===== config.mk =====
export PLATFORM = sky130hd
export DESIGN_NAME = ram_bist_flat
export DESIGN_NICKNAME = d
export VERILOG_FILES = /design/src/rtl/ram_bist_pkg.sv /design/src/rtl/ram_bist_if.sv /design/src/rtl/ram_bist_chk.sv /design/src/rtl/ram_bist.sv /design/src/flat_wrapper.sv
export SDC_FILE = /design/constraint.sdc
export NUM_CORES = 1
export LEC_CHECK = 0
export ABC_CLOCK_PERIOD_IN_PS = 2700
export CAP_MARGIN = 20
export CORE_MARGIN = 8
export CORE_UTILIZATION = 39
export DETAILED_ROUTE_END_ITERATION = 10
export HOLD_SLACK_MARGIN = 0.12
export PLACE_DENSITY = 0.88
export SETUP_SLACK_MARGIN = 0.5
export SLEW_MARGIN = 20
export SYNTH_ARGS = -nofsm -noshare
export SYNTH_HDL_FRONTEND = slang
export SYNTH_SLANG_ARGS = --single-unit
export TNS_END_PERCENT = 1

===== constraint.sdc =====
create_clock -name clk -period 2.7 [get_ports clk]
set_input_delay 0.54 -clock clk [delete_from_list [all_inputs] [get_ports clk]]
set_output_delay 0.54 -clock clk [all_outputs]
set_load 0.01 [all_outputs]

===== src/rtl/ram_bist_pkg.sv =====
// ram_bist_pkg: shared types and constants for the RAM built-in self-test.
package ram_bist_pkg;

  // March controller states, in the order they are visited.
  typedef enum logic [2:0] {
    S_IDLE  = 3'd0,
    S_M0_W  = 3'd1,
    S_M1_RW = 3'd2,
    S_M2_RW = 3'd3,
    S_M3_R  = 3'd4,
    S_FLUSH = 3'd5,
    S_DONE  = 3'd6
  } state_t;

  // Four march elements: M0 up (w P), M1 up (r P, w ~P), M2 down (r ~P, w P), M3 up (r P).
  localparam int unsigned NUM_ELEM = 4;

  localparam logic DIR_UP = 1'b0;
  localparam logic DIR_DN = 1'b1;

  localparam logic [31:0] DEF_PATTERN = 32'hA5A55A5A;

  localparam int unsigned ERR_W = 8;

  // Only M2 walks the address space downwards.
  function automatic logic elem_dir(input state_t s);
    return (s == S_M2_RW) ? DIR_DN : DIR_UP;
  endfunction

endpackage


===== src/rtl/ram_bist_if.sv =====
// ram_bist_if: RAM-side bus driven by the BIST (master) and served by the RAM (slave).
interface ram_bist_if #(
  parameter int ADDR_W = 5,
  parameter int DATA_W = 32
);
  logic              ena;
  logic              wena;
  logic [ADDR_W-1:0] addr;
  logic [DATA_W-1:0] din;
  logic [DATA_W-1:0] dout;

  modport master (output ena, output wena, output addr, output din, input dout);
  modport slave  (input ena, input wena, input addr, input din, output dout);
endinterface


===== src/rtl/ram_bist_chk.sv =====
// ram_bist_chk: read-data comparator with first-fail latch and saturating error count.
module ram_bist_chk
  import ram_bist_pkg::*;
#(
  parameter int ADDR_W = 5,
  parameter int DATA_W = 32
) (
  input  logic              clk,
  input  logic              rst_n,
  input  logic              i_clr,
  input  logic              i_stb,
  input  logic [DATA_W-1:0] i_exp,
  input  logic [DATA_W-1:0] i_act,
  input  logic [ADDR_W-1:0] i_addr,
  output logic              o_mismatch,
  output logic              o_fail,
  output logic [ADDR_W-1:0] o_fail_addr,
  output logic [ERR_W-1:0]  o_err_cnt
);

  logic              r_fail;
  logic [ADDR_W-1:0] r_fail_addr;
  logic [ERR_W-1:0]  r_err_cnt;

  assign o_mismatch  = i_stb && (i_exp != i_act);
  assign o_fail      = r_fail;
  assign o_fail_addr = r_fail_addr;
  assign o_err_cnt   = r_err_cnt;

  // Result registers: cleared on a new run, updated on the edge after a mismatching compare.
  always_ff @(posedge clk or negedge rst_n) begin
    if (!rst_n) begin
      r_fail      <= 1'b0;
      r_fail_addr <= '0;
      r_err_cnt   <= '0;
    end else if (i_clr) begin
      r_fail      <= 1'b0;
      r_fail_addr <= '0;
      r_err_cnt   <= '0;
    end else if (o_mismatch) begin
      if (!r_fail) begin
        r_fail      <= 1'b1;
        r_fail_addr <= i_addr;
      end
      if (r_err_cnt != '1) r_err_cnt <= r_err_cnt + 1'b1;
    end
  end

endmodule


===== src/rtl/ram_bist.sv =====
// ram_bist: march BIST master for the single-port RAM.
// Optional feature macro: RAM_BIST_STOP_ON_FAIL_EN (abort to DONE on the first mismatch).
//
// state   | meaning
// IDLE    | waiting for start, RAM port quiet
// M0_W    | ascending, write P
// M1_RW   | ascending, read (expect P) then write ~P, 2 cycles/address
// M2_RW   | descending, read (expect ~P) then write P, 2 cycles/address
// M3_R    | ascending, one read per cycle, compared a cycle later
// FLUSH   | compare of the last M3 read
// DONE    | results held, start restarts
module ram_bist
  import ram_bist_pkg::*;
#(
  parameter int                ADDR_W  = 5,
  parameter int                DATA_W  = 32,
  parameter logic [DATA_W-1:0] PATTERN = DEF_PATTERN
) (
  input  logic              clk,
  input  logic              rst_n,
  input  logic              i_start,
  ram_bist_if.master        ram,
  output logic              o_busy,
  output logic              o_done,
  output logic              o_fail,
  output logic [ADDR_W-1:0] o_fail_addr,
  output logic [ERR_W-1:0]  o_err_cnt
);

  localparam logic [ADDR_W-1:0] ADDR_MAX = '1;
  localparam logic [ADDR_W-1:0] ADDR_MIN = '0;

  state_t            r_state, w_state_pre, w_state_nxt;
  logic [ADDR_W-1:0] r_addr, w_addr_nxt, w_addr_step;
  logic              r_phase, w_phase_nxt;
  logic              r_rd_vld, w_rd_vld_nxt;
  logic [ADDR_W-1:0] r_rd_addr;
  logic              w_at_tc;

  logic              w_ena, w_wena;
  logic [ADDR_W-1:0] w_addr;
  logic [DATA_W-1:0] w_din;
  logic              w_cmp_stb, w_clr;
  logic [DATA_W-1:0] w_cmp_exp;
  logic [ADDR_W-1:0] w_cmp_addr;
  logic              w_mismatch;

  assign w_addr_step = (elem_dir(r_state) == DIR_DN) ? r_addr - 1'b1 : r_addr + 1'b1;
  assign w_at_tc     = (elem_dir(r_state) == DIR_DN) ? (r_addr == ADDR_MIN) : (r_addr == ADDR_MAX);

  // State register.
  always_ff @(posedge clk or negedge rst_n) begin
    if (!rst_n) r_state <= S_IDLE;
    else        r_state <= w_state_nxt;
  end

  // Address counter, read/write phase and M3 read pipeline.
  always_ff @(posedge clk or negedge rst_n) begin
    if (!rst_n) begin
      r_addr    <= '0;
      r_phase   <= 1'b0;
      r_rd_vld  <= 1'b0;
      r_rd_addr <= '0;
    end else begin
      r_addr    <= w_addr_nxt;
      r_phase   <= w_phase_nxt;
      r_rd_vld  <= w_rd_vld_nxt;
      r_rd_addr <= r_addr;
    end
  end

  // Next state, RAM port drive and compare requests.
  always_comb begin
    w_state_pre  = r_state;
    w_addr_nxt   = r_addr;
    w_phase_nxt  = r_phase;
    w_rd_vld_nxt = 1'b0;
    w_ena        = 1'b0;
    w_wena       = 1'b0;
    w_addr       = '0;
    w_din        = '0;
    w_cmp_stb    = 1'b0;
    w_cmp_exp    = '0;
    w_cmp_addr   = '0;
    w_clr        = 1'b0;
    o_busy       = 1'b0;
    o_done       = 1'b0;
    case (r_state)
      S_IDLE, S_DONE: begin
        o_done = (r_state == S_DONE);
        if (i_start) begin
          w_state_pre = S_M0_W;
          w_addr_nxt  = '0;
          w_phase_nxt = 1'b0;
          w_clr       = 1'b1;
        end
      end
      S_M0_W: begin
        o_busy = 1'b1;
        w_ena  = 1'b1;
        w_wena = 1'b1;
        w_addr = r_addr;
        w_din  = PATTERN;
        if (w_at_tc) begin
          w_state_pre = S_M1_RW;
          w_addr_nxt  = ADDR_MIN;
        end else begin
          w_addr_nxt = w_addr_step;
        end
      end
      S_M1_RW, S_M2_RW: begin
        o_busy = 1'b1;
        w_ena  = 1'b1;
        w_addr = r_addr;
        if (!r_phase) begin
          w_phase_nxt = 1'b1;
        end else begin
          // Read data for this address is on ram.dout now; overwrite it in the same cycle.
          w_wena      = 1'b1;
          w_din       = (r_state == S_M1_RW) ? ~PATTERN : PATTERN;
          w_cmp_stb   = 1'b1;
          w_cmp_exp   = (r_state == S_M1_RW) ? PATTERN : ~PATTERN;
          w_cmp_addr  = r_addr;
          w_phase_nxt = 1'b0;
          if (w_at_tc) begin
            w_state_pre = (r_state == S_M1_RW) ? S_M2_RW : S_M3_R;
            w_addr_nxt  = (r_state == S_M1_RW) ? ADDR_MAX : ADDR_MIN;
          end else begin
            w_addr_nxt = w_addr_step;
          end
        end
      end
      S_M3_R: begin
        o_busy       = 1'b1;
        w_ena        = 1'b1;
        w_addr       = r_addr;
        w_rd_vld_nxt = 1'b1;
        w_cmp_stb    = r_rd_vld;
        w_cmp_exp    = PATTERN;
        w_cmp_addr   = r_rd_addr;
        if (w_at_tc) w_state_pre = S_FLUSH;
        else         w_addr_nxt  = w_addr_step;
      end
      S_FLUSH: begin
        o_busy      = 1'b1;
        w_cmp_stb   = r_rd_vld;
        w_cmp_exp   = PATTERN;
        w_cmp_addr  = r_rd_addr;
        w_state_pre = S_DONE;
      end
      default: w_state_pre = S_IDLE;
    endcase
  end

`ifdef RAM_BIST_STOP_ON_FAIL_EN
  assign w_state_nxt = w_mismatch ? S_DONE : w_state_pre;
`else
  logic w_unused_mismatch;
  assign w_unused_mismatch = w_mismatch;
  assign w_state_nxt       = w_state_pre;
`endif

  assign ram.ena  = w_ena;
  assign ram.wena = w_wena;
  assign ram.addr = w_addr;
  assign ram.din  = w_din;

  ram_bist_chk #(
    .ADDR_W (ADDR_W),
    .DATA_W (DATA_W)
  ) u_chk (
    .clk         (clk),
    .rst_n       (rst_n),
    .i_clr       (w_clr),
    .i_stb       (w_cmp_stb),
    .i_exp       (w_cmp_exp),
    .i_act       (ram.dout),
    .i_addr      (w_cmp_addr),
    .o_mismatch  (w_mismatch),
    .o_fail      (o_fail),
    .o_fail_addr (o_fail_addr),
    .o_err_cnt   (o_err_cnt)
  );

endmodule


===== src/flat_wrapper.sv =====
// flat-port wrapper written by rule: the top's interface ports become plain ports
module ram_bist_flat import ram_bist_pkg::*;
#(
  parameter int                ADDR_W  = 5,
  parameter int                DATA_W  = 32,
  parameter logic [DATA_W-1:0] PATTERN = DEF_PATTERN
)
  (clk, rst_n, i_start, o_busy, o_done, o_fail, o_fail_addr, o_err_cnt, ram_ena, ram_wena, ram_addr, ram_din, ram_dout);
  ram_bist_if #(.ADDR_W(ADDR_W), .DATA_W(DATA_W)) ram_i ();
  input  logic clk;
  input  logic rst_n;
  input  logic i_start;
  output logic o_busy;
  output logic o_done;
  output logic o_fail;
  output logic [ADDR_W-1:0] o_fail_addr;
  output logic [ERR_W-1:0] o_err_cnt;
  output wire logic [$bits(ram_i.ena)-1:0] ram_ena;
  output wire logic [$bits(ram_i.wena)-1:0] ram_wena;
  output wire logic [$bits(ram_i.addr)-1:0] ram_addr;
  output wire logic [$bits(ram_i.din)-1:0] ram_din;
  input wire logic [$bits(ram_i.dout)-1:0] ram_dout;
  assign ram_ena = ram_i.ena;
  assign ram_wena = ram_i.wena;
  assign ram_addr = ram_i.addr;
  assign ram_din = ram_i.din;
  assign ram_i.dout = ram_dout;
  ram_bist #(.ADDR_W(ADDR_W), .DATA_W(DATA_W), .PATTERN(PATTERN)) u_core (.clk(clk), .rst_n(rst_n), .i_start(i_start), .ram(ram_i), .o_busy(o_busy), .o_done(o_done), .o_fail(o_fail), .o_fail_addr(o_fail_addr), .o_err_cnt(o_err_cnt));
endmodule

Word level (Yosys, flattened, before mapping)
Index checks and enable logic that the tools add are counted.
{ "word_totals": {"reg_bits": 29, "word_cells": 90, "input_bits": 35} }
{ "classes": {"n_addsub": 3, "n_reduce_logical": 17, "n_eq_ne": 16, "muxes": 46} }
{ "op_table": {"columns": ["operator", "count"], "rows": [
  ["32-bit 2-to-1 mux", 4],
  ["32-bit one-hot mux with 2 select lines", 2],
  ["5-bit 2-to-1 mux", 12],
  ["32-bit inequality test", 1],
  ["8-bit 2-to-1 mux", 3],
  ["5-bit one-hot mux with 4 select lines", 1],
  ["3-bit 2-to-1 mux", 6],
  ["3-bit one-hot mux with 5 select lines", 1],
  ["1-bit 2-to-1 mux", 13],
  ["5-bit one-hot mux with 2 select lines", 1],
  ["3-bit equality test, second input constant", 3],
  ["8-bit by 1-bit adder with 8-bit output, second input constant", 1],
  ["2-bit by 1-bit inequality test with 1-bit output, second input constant", 4],
  ["8-bit inequality test, second input constant", 1],
  ["3-bit by 2-bit equality test with 1-bit output, second input constant", 2],
  ["2-bit inequality test, second input constant", 3],
  ["1-bit one-hot mux with 2 select lines", 3],
  ["2-bit AND reduction", 3],
  ["2-bit nonzero test", 3],
  ["2-bit OR reduction", 3],
  ["5-bit by 1-bit adder with 5-bit output, second input constant", 1],
  ["5-bit equality test, second input constant", 1],
  ["5-bit zero test", 1],
  ["5-bit AND reduction", 1],
  ["other kinds (8)", 8]
]} }

Depth between registers and ports, before layout
Gate-level depths: netlist (run 1).
{ "logic_depth": {"depth_word": 8, "depth_mapped": 10} }

By module
From an unflattened synthesis (run 1), not the netlist that was laid out.
{ "unflattened": {"hier_cells": 266, "area_unflattened_um2": 2369.8} }
{ "modules_own_cells": {"columns": ["mod", "cells_per_inst", "instances", "area_per_inst_um2"], "rows": [
  ["ram_bist", 144, 1, 1283.7],
  ["ram_bist_chk", 122, 1, 1086.0]
]} }

Worst setup path after synthesis (run 1)
OpenSTA, ideal clock, no wires.
{ "synth_timing": {"kind": "reg-to-output", "from": "reg u_core.r_state[2]", "to": "out ram_din[11]", "path_stages_with_launch": 10, "arrival_ps": 2285, "setup_slack_ps": -125, "path_buffers": 4, "path_cell_list": "dfrtp_1 buf_2 inv_1 ha_1 clkbuf_1 and2_1 clkbuf_1 o21ai_0 o21ai_0 buf_4"} }
{ "synth_between": {"elab_chain_cells": 4} }
{ "synth_lines": {"columns": ["item", "line", "text"], "rows": [
  ["start, declared", "ram_bist.sv:33", "state_t r_state, w_state_pre, w_state_nxt;"],
  ["start signal, assigned", "ram_bist.sv:54", "else r_state <= w_state_nxt;"],
  ["3-bit by 2-bit equality test with 1-bit output", "ram_bist.sv:88, ram_bist.sv:120", null],
  ["32-bit 2-to-1 mux", "ram_bist.sv:120", "w_din = (r_state == S_M1_RW) ? ~PATTERN : PATTERN;"],
  ["32-bit 2-to-1 mux", "ram_bist.sv:115", "if (!r_phase) begin"],
  ["32-bit one-hot mux with 2 select lines (*)", "ram_bist.sv:88", "case (r_state)"],
  ["end, declared", "flat_wrapper.sv:21", "output wire logic [$bits(ram_i.din)-1:0] ram_din;"]
]} }
Mark *: on every way between the ends. The rest lies on a longest branch, timed or not.

Final worst setup path (run 1)
{ "layout_timing": {"from": "reg u_core.r_state[1]", "to": "out ram_ena"} }
{ "layout_between": {"elab_chain_cells": 3} }
{ "layout_lines": {"columns": ["item", "line", "text"], "rows": [
  ["3-bit by 1-bit equality test with 1-bit output (tied with other cells)", "ram_bist.sv:88", null],
  ["4-bit OR reduction (no source line) (*)", null, null],
  ["1-bit 2-to-1 mux (*)", "ram_bist.sv:88", null],
  ["end, declared", "flat_wrapper.sv:18", "output wire logic [$bits(ram_i.ena)-1:0] ram_ena;"]
]} }
Marks and branches as above.

==> results of run 1 <==
==> stage by stage <==
stage / power [uW] / utilization / cell area (sq um) / hold WS (ns)
2_1_floorplan: 447 / - / 2160 / 0.244
3_3_place_gp: 511 / 0.537 / 2900 / 0.505
3_5_place_dp: 513 / 0.537 / 2900 / 0.519
4_1_cts: 849 / 0.559 / 3020 / 0.533
5_1_grt: 871 / 0.563 / 3040 / 0.557
6_report: 839 / 0.563 / 3040 / 0.538
==> cell families (layout without fill, tap and decap cells) <==
family | Yosys count | in the layout | synth area share
multiplexers | 3 | 3 | 0.0170
AND/OR/NAND/NOR | 99 | 99 | 0.252
AO/OA/AOI/OAI | 54 | 54 | 0.184
adder cells (fa/ha/maj) | 7 | 7 | 0.0445
buffers and inverters | 46 | 115 | 0.142
flip-flops | 29 | 29 | 0.340
XOR/XNOR | 5 | 5 | 0.0205
==> synthesized netlist by cell type (all sizes together), types with 3 or more instances <==
master	count
a211oi	6
a21o	3
a21oi	11
a22o	4
a22oi	5
a41o	3
and2	9
buf	34
clkbuf	6
dfrtp	29
ha	6
inv	6
nand2	13
nand2b	4
nand3	7
nand4	12
nor2	23
nor3	6
nor3b	3
nor4	9
o21ai	8
or4	3
xnor2	4
==> cell type report <==
| class | instances | area [sq um] | area share |
|---|---|---|---|
| clock inverters | 2 | 10.0 | 0.00329 |
| well taps | 72 | 90.1 | 0.0296 |
| inverters | 6 | 22.5 | 0.00740 |
| multi-input cells | 168 | 1140 | 0.376 |
| clock buffers | 6 | 72.6 | 0.0239 |
| repair buffers | 101 | 975 | 0.320 |
| flip-flops and latches | 29 | 728 | 0.239 |
==> state kept, by name, summed over array words and instances, names as in the netlist <==
signal and count:
u_core.r_rd_addr 5, u_core.r_phase 1, u_core.r_rd_vld 1, u_core.u_chk.o_fail 1, u_core.r_addr 5, u_core.u_chk.o_err_cnt 8
u_core.r_state 3, u_core.u_chk.o_fail_addr 5
==> worst min-delay path by stage <==
stage,start,endpoint,slack [ns],cells after the start
floorplan,rst_n,u_core.r_addr[0]$_DFFE_PN0P_,0.24,0
global placement,u_core.r_addr[2]$_DFFE_PN0P_,u_core.r_rd_addr[2]$_DFF_PN0_,0.51,0
detailed placement,u_core.r_addr[2]$_DFFE_PN0P_,u_core.r_rd_addr[2]$_DFF_PN0_,0.52,0
CTS,u_core.r_addr[2]$_DFFE_PN0P_,u_core.r_rd_addr[2]$_DFF_PN0_,0.53,0
global route,u_core.r_addr[2]$_DFFE_PN0P_,u_core.r_rd_addr[2]$_DFF_PN0_,0.56,0
finish,u_core.r_addr[3]$_DFFE_PN0P_,u_core.r_rd_addr[3]$_DFF_PN0_,0.54,0
==> what timing repair did <==
item                                   CTS  global route
pin swaps                                2             1
resized for setup                       26             4
buffers inserted                         4             1
setup endpoints to repair               57            63
endpoints found under the hold margin    0             0
==> metal layers <==
| metal | wire (microns) | GRT usage | vias to the layer above |
|---|---|---|---|
| met5 | 0 | 0 | - |
| met3 | 321 | 0.0482 | 13 |
| met2 | 3180 | 0.273 | 70 |
| met4 | 125 | 0.0513 | 0 |
| li1 | - | - | 1000 |
| met1 | 2350 | 0.159 | 974 |
==> worst reg2reg max path, stage by stage (launching register included) <==
cell and delay (ns):
dfrtp_2 0.43, buf_4 0.14, buf_4 0.14, xor2_1 0.18, o32ai_1 0.52, nor4_1 0.12, o21bai_1 0.28, a221o_1 0.33
==> power groups by stage <==
stage	sequential [uW]	combinational [uW]	clock [uW]
floorplan	443	3.88	0
global placement	443	68.2	0
detailed placement	443	70.0	0
CTS	435	70.2	344
global route	434	74.9	362
finish	435	69.5	335
==> summary.md, run 1 <==
| Metric | Value |
|---|---|
| Comb power frac | 0.083 |
| # rows | 27 |
| Switching portion of total power | 0.214 |
| Reg2Reg Depth | 7 |
| Dpl ws | 0.0141 ns |
| CP Launch Point | u_core.r_state[1]$_DFFE_PN0P_ |
| PnR worst setup slack | 0.248 ns |
| DP Wirelength | between 4000 and 5000 microns |
| Area growth syn-to-layout | 42.5% |
| H-tree depth | 2 |
| Sequential share of the synthesized area | 0.340 |
| Sw power | around 180 uW |
| First-pass GRT wire length | 10200 microns |
| Fin crit period | 2.45 ns |
| Vias in the first global route | 2044 |
| TritonCTS sink count | 29 |
| Netlist cell types | 52 |
| Layout cells sized above 1 | 0.125 |
| Starting Density | 0.395 |
| Synth Instances | 243 |
| Worst Path Arrival | 1.91 ns |
| Post-synth top flop | dfrtp_1 |
| Worst path slowest cell | clkdlybuf4s50_1 |
| Levels on crit path | 6 |
| Most frequent cells in the layout | clkdlybuf4s50_1 (71), dfrtp_1 (27), nor2_1 (22), dlygate4sd2_1 (17) |
| Clk Tree Root Cell | clkbuf_8 |
| Worst Setup EP | ram_ena |
| FMAX | 408 MHz |
| CP required | 2.16 ns |
| CP endpoint kind | output pin |
| Worst Skew | 0.00327 ns |
| DRT antenna net count | 0 |
| Number of synthesized register bits | 29 |
| Period utilization | 0.908 |
| Synthesized area per cell | just under 9 sq um |
| CTS tree | done |
| WL/cell | roughly 16 microns |
| First drt pass iteration count | 4 |
| Die H | between 80 and 90 microns |
| RR Endpoint | u_core.r_addr[3]$_DFFE_PN0P_ |
| Startpoint Class | flip-flop |
| Clk_lat worst skew | 0.28 ns |
| Top Ports | 90 |
| EDFF count, synth | 0 |
| Gpl congestion | 0.845 |
| Reg clk slew, reported paths | roughly 0.06 ns |
| CP Class | reg -> out |
| Final WL | ~6000 microns |
| Placed insts | 371 |
| Via density | 5.36 |
| Maximum vdd drop | 0.215 mV |
| Async SR Flop Fraction | 1.00 |
| Post-Route Setup TNS | 0 ns |
| Yosys top cell by area | dfrtp_1 |
| Die area | 8100 sq um |
| Cells along the critical path | buf_4 > nor2_1 > nor2_1 > nor2_2 > buf_4 > clkdlybuf4s50_1 |
| Pint | ~660 uW |
| Post-route insts no fill | 384 |
| Top post-synthesis cells by area | dfrtp_1 (34%), buf_4 (11%), nor2_1 (4.0%) |
| Initial drt markers | 106 |
| Pwr dens | 276 nW/um^2 |
| Via count | 2057 |
| Clock network power share | 0.399 |
| Slowest Stage Delay on Critical Path | 0.54 ns |
| Antenna violations before repair | 0 |
| Synthesis Warnings | 0 |
| Share of the synthesized area in the top cell type | 0.340 |
| IO buf count | 89 |
| Core ar. | approximately 5400 sq um |
| Syn Nets | 285 |
| Leak | 0.00139 uW |
| Total track usage | 0.150 |
| Endpoints failing setup | 0 |
| Worst slew margin | 0.607 |
| Final-report max-slew violation count | 0 |
| Total grt overflow | 0 |
| Worst-Margin Slew | around 0.59 ns |
| Clock Tree Buf Depth | 2 |
| Top delay family on crit path | buffers and inverters |
| Filler cell count | 480 |
| Post-CTS Hold Fix Bufs | 0 |
| Worst Hold Class | reg -> reg |
| Final number of hold-violating endpoints | 0 |
| RSZ-0062 raised after global routing | true |
| Commonest non-fill, non-tap cell in the layout | clkdlybuf4s50_1 |
| R2R Setup Slk | 0.44 ns |
| Mapped Area | 2130 sq um |
| CTS buffer count | 5 |
| WP buf/inv | 3 |
| Worst R2R Start | u_core.r_state[1]$_DFFE_PN0P_ |
| Worst-path fanout max | 5 |
| Die Wd | 90.0 microns |
| Reg power frac | 0.518 |
| Remaining DRCs | 0 |
| Final net count | 353 |
| Largest net degree at the start of global routing | 30 |
| Status | finished, final reports clean |
| # Max-Cap Violations | 0 |
| Ant diodes | 0 |
No activity file was read; power rests on OpenSTA's default activity.
==> run 2: changes to the inputs <==
SKIP_LAST_GASP = 1   (was not set)
SLEW_MARGIN = not set   (was 20)
==> results of run 2 <==
No change in the layout: final DEF, timing and power equal those of run 1.
